[config.mk]
export PLATFORM = sky130hd
export DESIGN_NAME = fc_neuron_seq_ctrl
export DESIGN_NICKNAME = d
export VERILOG_FILES = /design/src/rtl/fc_seq_pkg.sv /design/src/rtl/fc_vec_buf.sv /design/src/rtl/fc_neuron_seq_ctrl.sv
export SDC_FILE = /design/constraint.sdc
export NUM_CORES = 2
export LEC_CHECK = 0
export BUFFER_PORTS_ARGS = -buffer_cell sky130_fd_sc_hd__buf_2
export CAP_MARGIN = 30
export CORE_AREA = 10 10 413 415
export DETAILED_ROUTE_END_ITERATION = 12
export DIE_AREA = 0 0 423 425
export PLACE_DENSITY = 0.41
export RECOVER_POWER = 100
export SYNTH_ARGS = -nofsm -noshare
export SYNTH_HDL_FRONTEND = slang
export SYNTH_SLANG_ARGS = --single-unit
[constraint.sdc]
create_clock -name clk -period 2.6 [get_ports clk]
set_clock_uncertainty 0.15 [all_clocks]
set_input_delay 0.52 -clock clk [delete_from_list [all_inputs] [get_ports clk]]
set_output_delay 0.52 -clock clk [all_outputs]
set_load 0.02 [all_outputs]
[src/rtl/fc_seq_pkg.sv]
// Shared types and helpers for the fully-connected layer sequencer.
package fc_seq_pkg;

    localparam int SETTLE_W = 4;

    typedef enum logic [1:0] {
        LOAD,
        SETTLE,
        EMIT
    } state_e;

    // Result width of a neuron: full-precision product plus adder-tree growth.
    function automatic int fc_ow(input int width, input int n_active);
        return width * 2 + $clog2(n_active);
    endfunction

endpackage

[src/rtl/fc_vec_buf.sv]
// Input vector register file: one write port, synchronous clear, all entries visible on x.
module fc_vec_buf #(
    parameter int WIDTH = 8,
    parameter int IN    = 128,
    parameter int IDX_W = 7
) (
    input  logic                    clk,
    input  logic                    clr,
    input  logic                    we,
    input  logic [IDX_W-1:0]        widx,
    input  logic signed [WIDTH-1:0] wdata,
    output logic signed [WIDTH-1:0] x [0:IN-1]
);

    logic signed [WIDTH-1:0] mem_q [0:IN-1];
    logic signed [WIDTH-1:0] mem_d [0:IN-1];

    always_comb begin
        mem_d = mem_q;
        if (clr) begin
            for (int i = 0; i < IN; i++) mem_d[i] = '0;
        end else if (we) begin
            mem_d[widx] = wdata;
        end
    end

    always_ff @(posedge clk) begin
        mem_q <= mem_d;
    end

    assign x = mem_q;

endmodule

[src/rtl/fc_neuron_seq_ctrl.sv]
// Sequencer for one FC layer: loads an input vector, steps through neurons, streams results.
// Optional running argmax over each frame's results when FC_SEQ_ARGMAX_EN is defined.
module fc_neuron_seq_ctrl
    import fc_seq_pkg::*;
#(
    parameter int WIDTH  = 8,
    parameter int IN     = 128,
    parameter int N_OUT  = 10,
    parameter int OW     = fc_ow(WIDTH, IN),
    parameter int SETTLE = 2,
    localparam int SEL_W = (N_OUT > 1) ? $clog2(N_OUT) : 1,
    localparam int IDX_W = (IN > 1) ? $clog2(IN) : 1
) (
    input  logic                    clk,
    input  logic                    rst_n,
    input  logic                    s_valid,
    output logic                    s_ready,
    input  logic signed [WIDTH-1:0] s_data,
    output logic signed [WIDTH-1:0] x [0:IN-1],
    output logic [SEL_W-1:0]        nrn_sel,
    input  logic [OW-1:0]           neuron_z,
    output logic                    m_valid,
    input  logic                    m_ready,
    output logic [OW-1:0]           m_data,
    output logic [SEL_W-1:0]        m_idx,
    output logic                    m_last,
    output logic                    busy
`ifdef FC_SEQ_ARGMAX_EN
    ,
    output logic                    am_valid,
    output logic [SEL_W-1:0]        am_idx,
    output logic [OW-1:0]           am_val
`endif
);

    localparam logic [IDX_W-1:0]    WR_LAST  = IDX_W'(IN - 1);
    localparam logic [SEL_W-1:0]    SEL_LAST = SEL_W'(N_OUT - 1);
    localparam logic [SETTLE_W-1:0] SET_LAST = SETTLE_W'(SETTLE - 1);

    state_e               state_q, state_d;
    logic [IDX_W-1:0]     wr_cnt_q, wr_cnt_d;
    logic [SEL_W-1:0]     nrn_sel_q, nrn_sel_d;
    logic [SETTLE_W-1:0]  set_cnt_q, set_cnt_d;
    logic                 m_valid_q, m_valid_d;
    logic [OW-1:0]        m_data_q, m_data_d;
    logic [SEL_W-1:0]     m_idx_q, m_idx_d;
    logic                 m_last_q, m_last_d;

    logic s_fire, last_beat, settle_done, m_fire;

    assign s_fire      = (state_q == LOAD) && s_valid;
    assign last_beat   = s_fire && (wr_cnt_q == WR_LAST);
    assign settle_done = (state_q == fc_seq_pkg::SETTLE) && (set_cnt_q == SET_LAST);
    assign m_fire      = (state_q == EMIT) && m_valid_q && m_ready;

    always_ff @(posedge clk) begin
        if (!rst_n) state_q <= LOAD;
        else        state_q <= state_d;
    end

    always_comb begin
        state_d = state_q;
        case (state_q)
            LOAD:               if (last_beat)   state_d = fc_seq_pkg::SETTLE;
            fc_seq_pkg::SETTLE: if (settle_done) state_d = EMIT;
            EMIT:               if (m_fire)      state_d = m_last_q ? LOAD : fc_seq_pkg::SETTLE;
            default:                             state_d = LOAD;
        endcase
    end

    always_comb begin
        s_ready = (state_q == LOAD);
        busy    = !((state_q == LOAD) && (wr_cnt_q == '0));
    end

    // Counters and the result register; the result only changes at a capture or a handshake.
    always_comb begin
        wr_cnt_d  = wr_cnt_q;
        nrn_sel_d = nrn_sel_q;
        set_cnt_d = set_cnt_q;
        m_valid_d = m_valid_q;
        m_data_d  = m_data_q;
        m_idx_d   = m_idx_q;
        m_last_d  = m_last_q;
        if (s_fire) wr_cnt_d = last_beat ? '0 : wr_cnt_q + IDX_W'(1);
        if (last_beat) begin
            nrn_sel_d = '0;
            set_cnt_d = '0;
        end
        if (state_q == fc_seq_pkg::SETTLE) set_cnt_d = set_cnt_q + SETTLE_W'(1);
        if (settle_done) begin
            m_valid_d = 1'b1;
            m_data_d  = neuron_z;
            m_idx_d   = nrn_sel_q;
            m_last_d  = (nrn_sel_q == SEL_LAST);
        end
        if (m_fire) begin
            m_valid_d = 1'b0;
            set_cnt_d = '0;
            if (!m_last_q) nrn_sel_d = nrn_sel_q + SEL_W'(1);
        end
    end

    always_ff @(posedge clk) begin
        if (!rst_n) begin
            wr_cnt_q  <= '0;
            nrn_sel_q <= '0;
            set_cnt_q <= '0;
            m_valid_q <= 1'b0;
            m_data_q  <= '0;
            m_idx_q   <= '0;
            m_last_q  <= 1'b0;
        end else begin
            wr_cnt_q  <= wr_cnt_d;
            nrn_sel_q <= nrn_sel_d;
            set_cnt_q <= set_cnt_d;
            m_valid_q <= m_valid_d;
            m_data_q  <= m_data_d;
            m_idx_q   <= m_idx_d;
            m_last_q  <= m_last_d;
        end
    end

    fc_vec_buf #(
        .WIDTH (WIDTH),
        .IN    (IN),
        .IDX_W (IDX_W)
    ) u_vec_buf (
        .clk   (clk),
        .clr   (!rst_n),
        .we    (s_fire),
        .widx  (wr_cnt_q),
        .wdata (s_data),
        .x     (x)
    );

    assign nrn_sel = nrn_sel_q;
    assign m_valid = m_valid_q;
    assign m_data  = m_data_q;
    assign m_idx   = m_idx_q;
    assign m_last  = m_last_q;

`ifdef FC_SEQ_ARGMAX_EN
    logic             am_valid_q, am_valid_d;
    logic [SEL_W-1:0] am_idx_q, am_idx_d;
    logic [OW-1:0]    am_val_q, am_val_d;

    // The first capture of a frame restarts the tracker; strict compare keeps the lowest index on ties.
    always_comb begin
        am_valid_d = m_fire && m_last_q;
        am_idx_d   = am_idx_q;
        am_val_d   = am_val_q;
        if (settle_done) begin
            if (nrn_sel_q == '0) begin
                am_idx_d = '0;
                am_val_d = neuron_z;
            end else if (neuron_z > am_val_q) begin
                am_idx_d = nrn_sel_q;
                am_val_d = neuron_z;
            end
        end
    end

    always_ff @(posedge clk) begin
        if (!rst_n) begin
            am_valid_q <= 1'b0;
            am_idx_q   <= '0;
            am_val_q   <= '0;
        end else begin
            am_valid_q <= am_valid_d;
            am_idx_q   <= am_idx_d;
            am_val_q   <= am_val_d;
        end
    end

    assign am_valid = am_valid_q;
    assign am_idx   = am_idx_q;
    assign am_val   = am_val_q;
`endif

endmodule
==> results.sh <==
export IMPL_synth_ff_latch_count=1070
export IMPL_drt_wl_total_um=176000
export IMPL_crit_type="in -> reg"
export IMPL_overflow=0
export IMPL_hpwlAfterDp_um=127000
export IMPL_met3WireLength_um=11700
export IMPL_ys_seq_area_share_pct=55.1
export IMPL_clk_pin_slew_ns=0.06
export IMPL_ys_async_sr_fraction_pct=0
export IMPL_worstPathRequired_ns=3.05
export IMPL_fin_setup_tns_ns=0
export IMPL_syn_instance_count=3765
export IMPL_power_leakage_nw=23.6
export IMPL_syn_area_per_cell_sq_um=10.3
export IMPL_synth_edf_count=0
export IMPL_grt_max_degree=137
export IMPL_place_area_sq_um=48500
export IMPL_period_share_pct=99.3
export IMPL_pre_cts_ws_ns=0.109
export IMPL_yosys_warnings=0
export IMPL_p_total_mw=35.3
export IMPL_setup_viol_count_final=0
export IMPL_grt_pass1_vias=31400
export IMPL_drc_errors=0
export IMPL_start_util_pct=24.0
export IMPL_start_kind="input port"
export IMPL_wl_met1_um=70300
export IMPL_hold_viol=0
export IMPL_syn_area_sq_um=38900
export IMPL_ios=1094
export IMPL_dp_cells=6953
export IMPL_utilization_pct=31.5
export IMPL_worst_setup_path_end_kind="flip-flop"
export IMPL_stdcell_count=7204
export IMPL_num_vias=31300
export IMPL_synth_nets=3806
export IMPL_tightest_slew_ns=0.908
export IMPL_row_count=148
export IMPL_drt_initial_drc_count=1702
export IMPL_postRouteAntennaNets=0
export IMPL_cts_max_level=3
export IMPL_cts_tree="done"
export IMPL_drive_above_1_share_pct=9.71
export IMPL_cp_arrival_ns=3.03
export IMPL_status="complete, no violations"
export IMPL_via_per_inst=4.35
export IMPL_die_h_um=425
export IMPL_slew_headroom_pct=39.5
export IMPL_final_common_cell="clkbuf_1"
export IMPL_max_freq_ghz=0.388
export IMPL_dr_wl_met2_um=87000
export IMPL_syn2layout_area_growth_pct=31.2
export IMPL_portBuffers=1093
export IMPL_layout_common_cells="clkbuf_1 (1108), dfxtp_1 (1064), nand2_1 (1032)"
export IMPL_critical_path_peak_fanout=16
export IMPL_highest_layer="met4"
export IMPL_whs_ns=0.0742
export IMPL_gp_congestion=0.777
export IMPL_die_width_um=423
export IMPL_grt_usage_pct=18.4
export IMPL_rrSetupSlack_ns=0.13
export IMPL_yosysUniqueCellTypes=49
export IMPL_first_pass_iters=5
export IMPL_fillers=17500
export IMPL_coreArea_sq_um=162000
export IMPL_antenna_found_initial=3
export IMPL_grt_pass1_wl_um=244000
export IMPL_cts_sinks=1070
export IMPL_die_area_sq_um=180000
export IMPL_cts_buffers_inserted=121
export IMPL_worst_slack_ns=0.0194
export IMPL_postLayoutCellArea_sq_um=51000
export IMPL_clock_latency_ns=0.73
export IMPL_ir_drop_v=0.000545
export IMPL_hold_path_class="in -> reg"
export IMPL_power_density_nw_per_um2=691
export IMPL_clk_path_buf_depth=3
export IMPL_cts_root_buffer="clkbuf_16"
export IMPL_synth_ff_type="dfxtp_1"
export IMPL_finalNetCount=4968
export IMPL_slew_violations=0
export IMPL_maxCapViolCount=0
export IMPL_wire_per_inst_um=24.4
export IMPL_period_needed_ns=2.58
export IMPL_rsz0062_at_grt="false"
## per-layer routing
| metal | vias to the layer above | track usage [%] |
|---|---|---|
| li1 | 14900 | - |
| met1 | 15300 | 21.1 |
| met2 | 839 | 32.3 |
| met3 | 230 | 5.43 |
| met4 | 0 | 7.01 |
| met5 | - | 0 |
## sequential cells by signal (all words and copies together) (netlist names)
| signal | count |
|---|---|
| u_vec_buf.x | 1024 |
| m_data | 23 |
| wr_cnt_q | 7 |
| m_idx | 4 |
| nrn_sel | 4 |
| set_cnt_q | 4 |
| state_q | 2 |
| m_last | 1 |
| m_valid | 1 |
## final cells by class
cell class | count | area [sq um] | share of cell area, %
diodes | 2 | 5.00 | 0.00981
clock buffers | 178 | 3600 | 7.06
clock inverters | 45 | 485 | 0.951
inverters | 8 | 30.0 | 0.0588
multi-input cells | 2370 | 16200 | 31.8
flip-flops and latches | 1070 | 21400 | 42.0
well taps | 2175 | 2720 | 5.33
repair buffers | 1356 | 6540 | 12.8
## cell families after synthesis
family          share of synthesized area, %
simple gates                            13.7
compound gates                          1.30
fa+ha+maj                              0.193
flops                                   55.1
mux                                     26.4
buf+inv                                 3.37
## worst paths after layout
kind | to | cells after the start | startpoint
worst max-delay path | u_vec_buf.x[181]$_SDFFE_PN0P_ | 6 | s_valid
worst max register to register | u_vec_buf.x[827]$_SDFFE_PN0P_ | 7 | wr_cnt_q[3]$_SDFFE_PN0P_
worst min register to register | u_vec_buf.x[706]$_SDFFE_PN0P_ | 2 | u_vec_buf.x[706]$_SDFFE_PN0P_
worst min-delay path | u_vec_buf.x[518]$_SDFFE_PN0P_ | 3 | rst_n
## worst max-delay path, stage by stage
cell and delay, ns:
dlygate4sd3_1 0.57, clkbuf_1 0.34, nor4b_4 0.51, buf_12 0.27
nand3_1 0.51, mux2i_1 0.25
## synthesized netlist by cell type, types with 3 or more instances
cell | n | area, sq um
nor4bb_1 | 8 | 80.1
o31ai_1 | 3 | 22.5
nand3_1 | 118 | 591
nand4b_1 | 3 | 26.3
clkbuf_1 | 267 | 1000
and4b_1 | 5 | 50.1
buf_4 | 7 | 52.6
or4_1 | 3 | 22.5
and3_1 | 17 | 106
nor2b_1 | 3 | 18.8
a21oi_1 | 37 | 185
inv_1 | 7 | 26.3
mux2i_1 | 1024 | 10200
o21ai_1 | 20 | 100
nand3_4 | 7 | 123
nor2_1 | 3 | 11.3
nand2_1 | 1040 | 3900
or3_1 | 3 | 18.8
ha_1 | 6 | 75.1
nor4b_1 | 4 | 35.0
nand2b_1 | 5 | 31.3
o21ai_0 | 11 | 55.1
nand3_2 | 19 | 190
o211ai_1 | 3 | 22.5
buf_2 | 39 | 195
dfxtp_1 | 1070 | 21400
## repair_timing
action	in CTS	in global routing
cloned	0	0
hold endpoints to repair	25	0
hold buffers	25	0
setup endpoints to repair	2	1
buffers inserted	2	1
resized for setup	13	2
pin swaps	2	2
## where the power goes
| group | total, mW | internal, mW | switching, mW |
|---|---|---|---|
| Clock | 17.5 | 10.1 | 7.39 |
| Sequential | 16.4 | 16.4 | 0.0181 |
| Combinational | 1.35 | 0.353 | 0.997 |
| Total | 35.3 | 26.9 | 8.40 |
No activity file was read; power rests on OpenSTA's default activity.
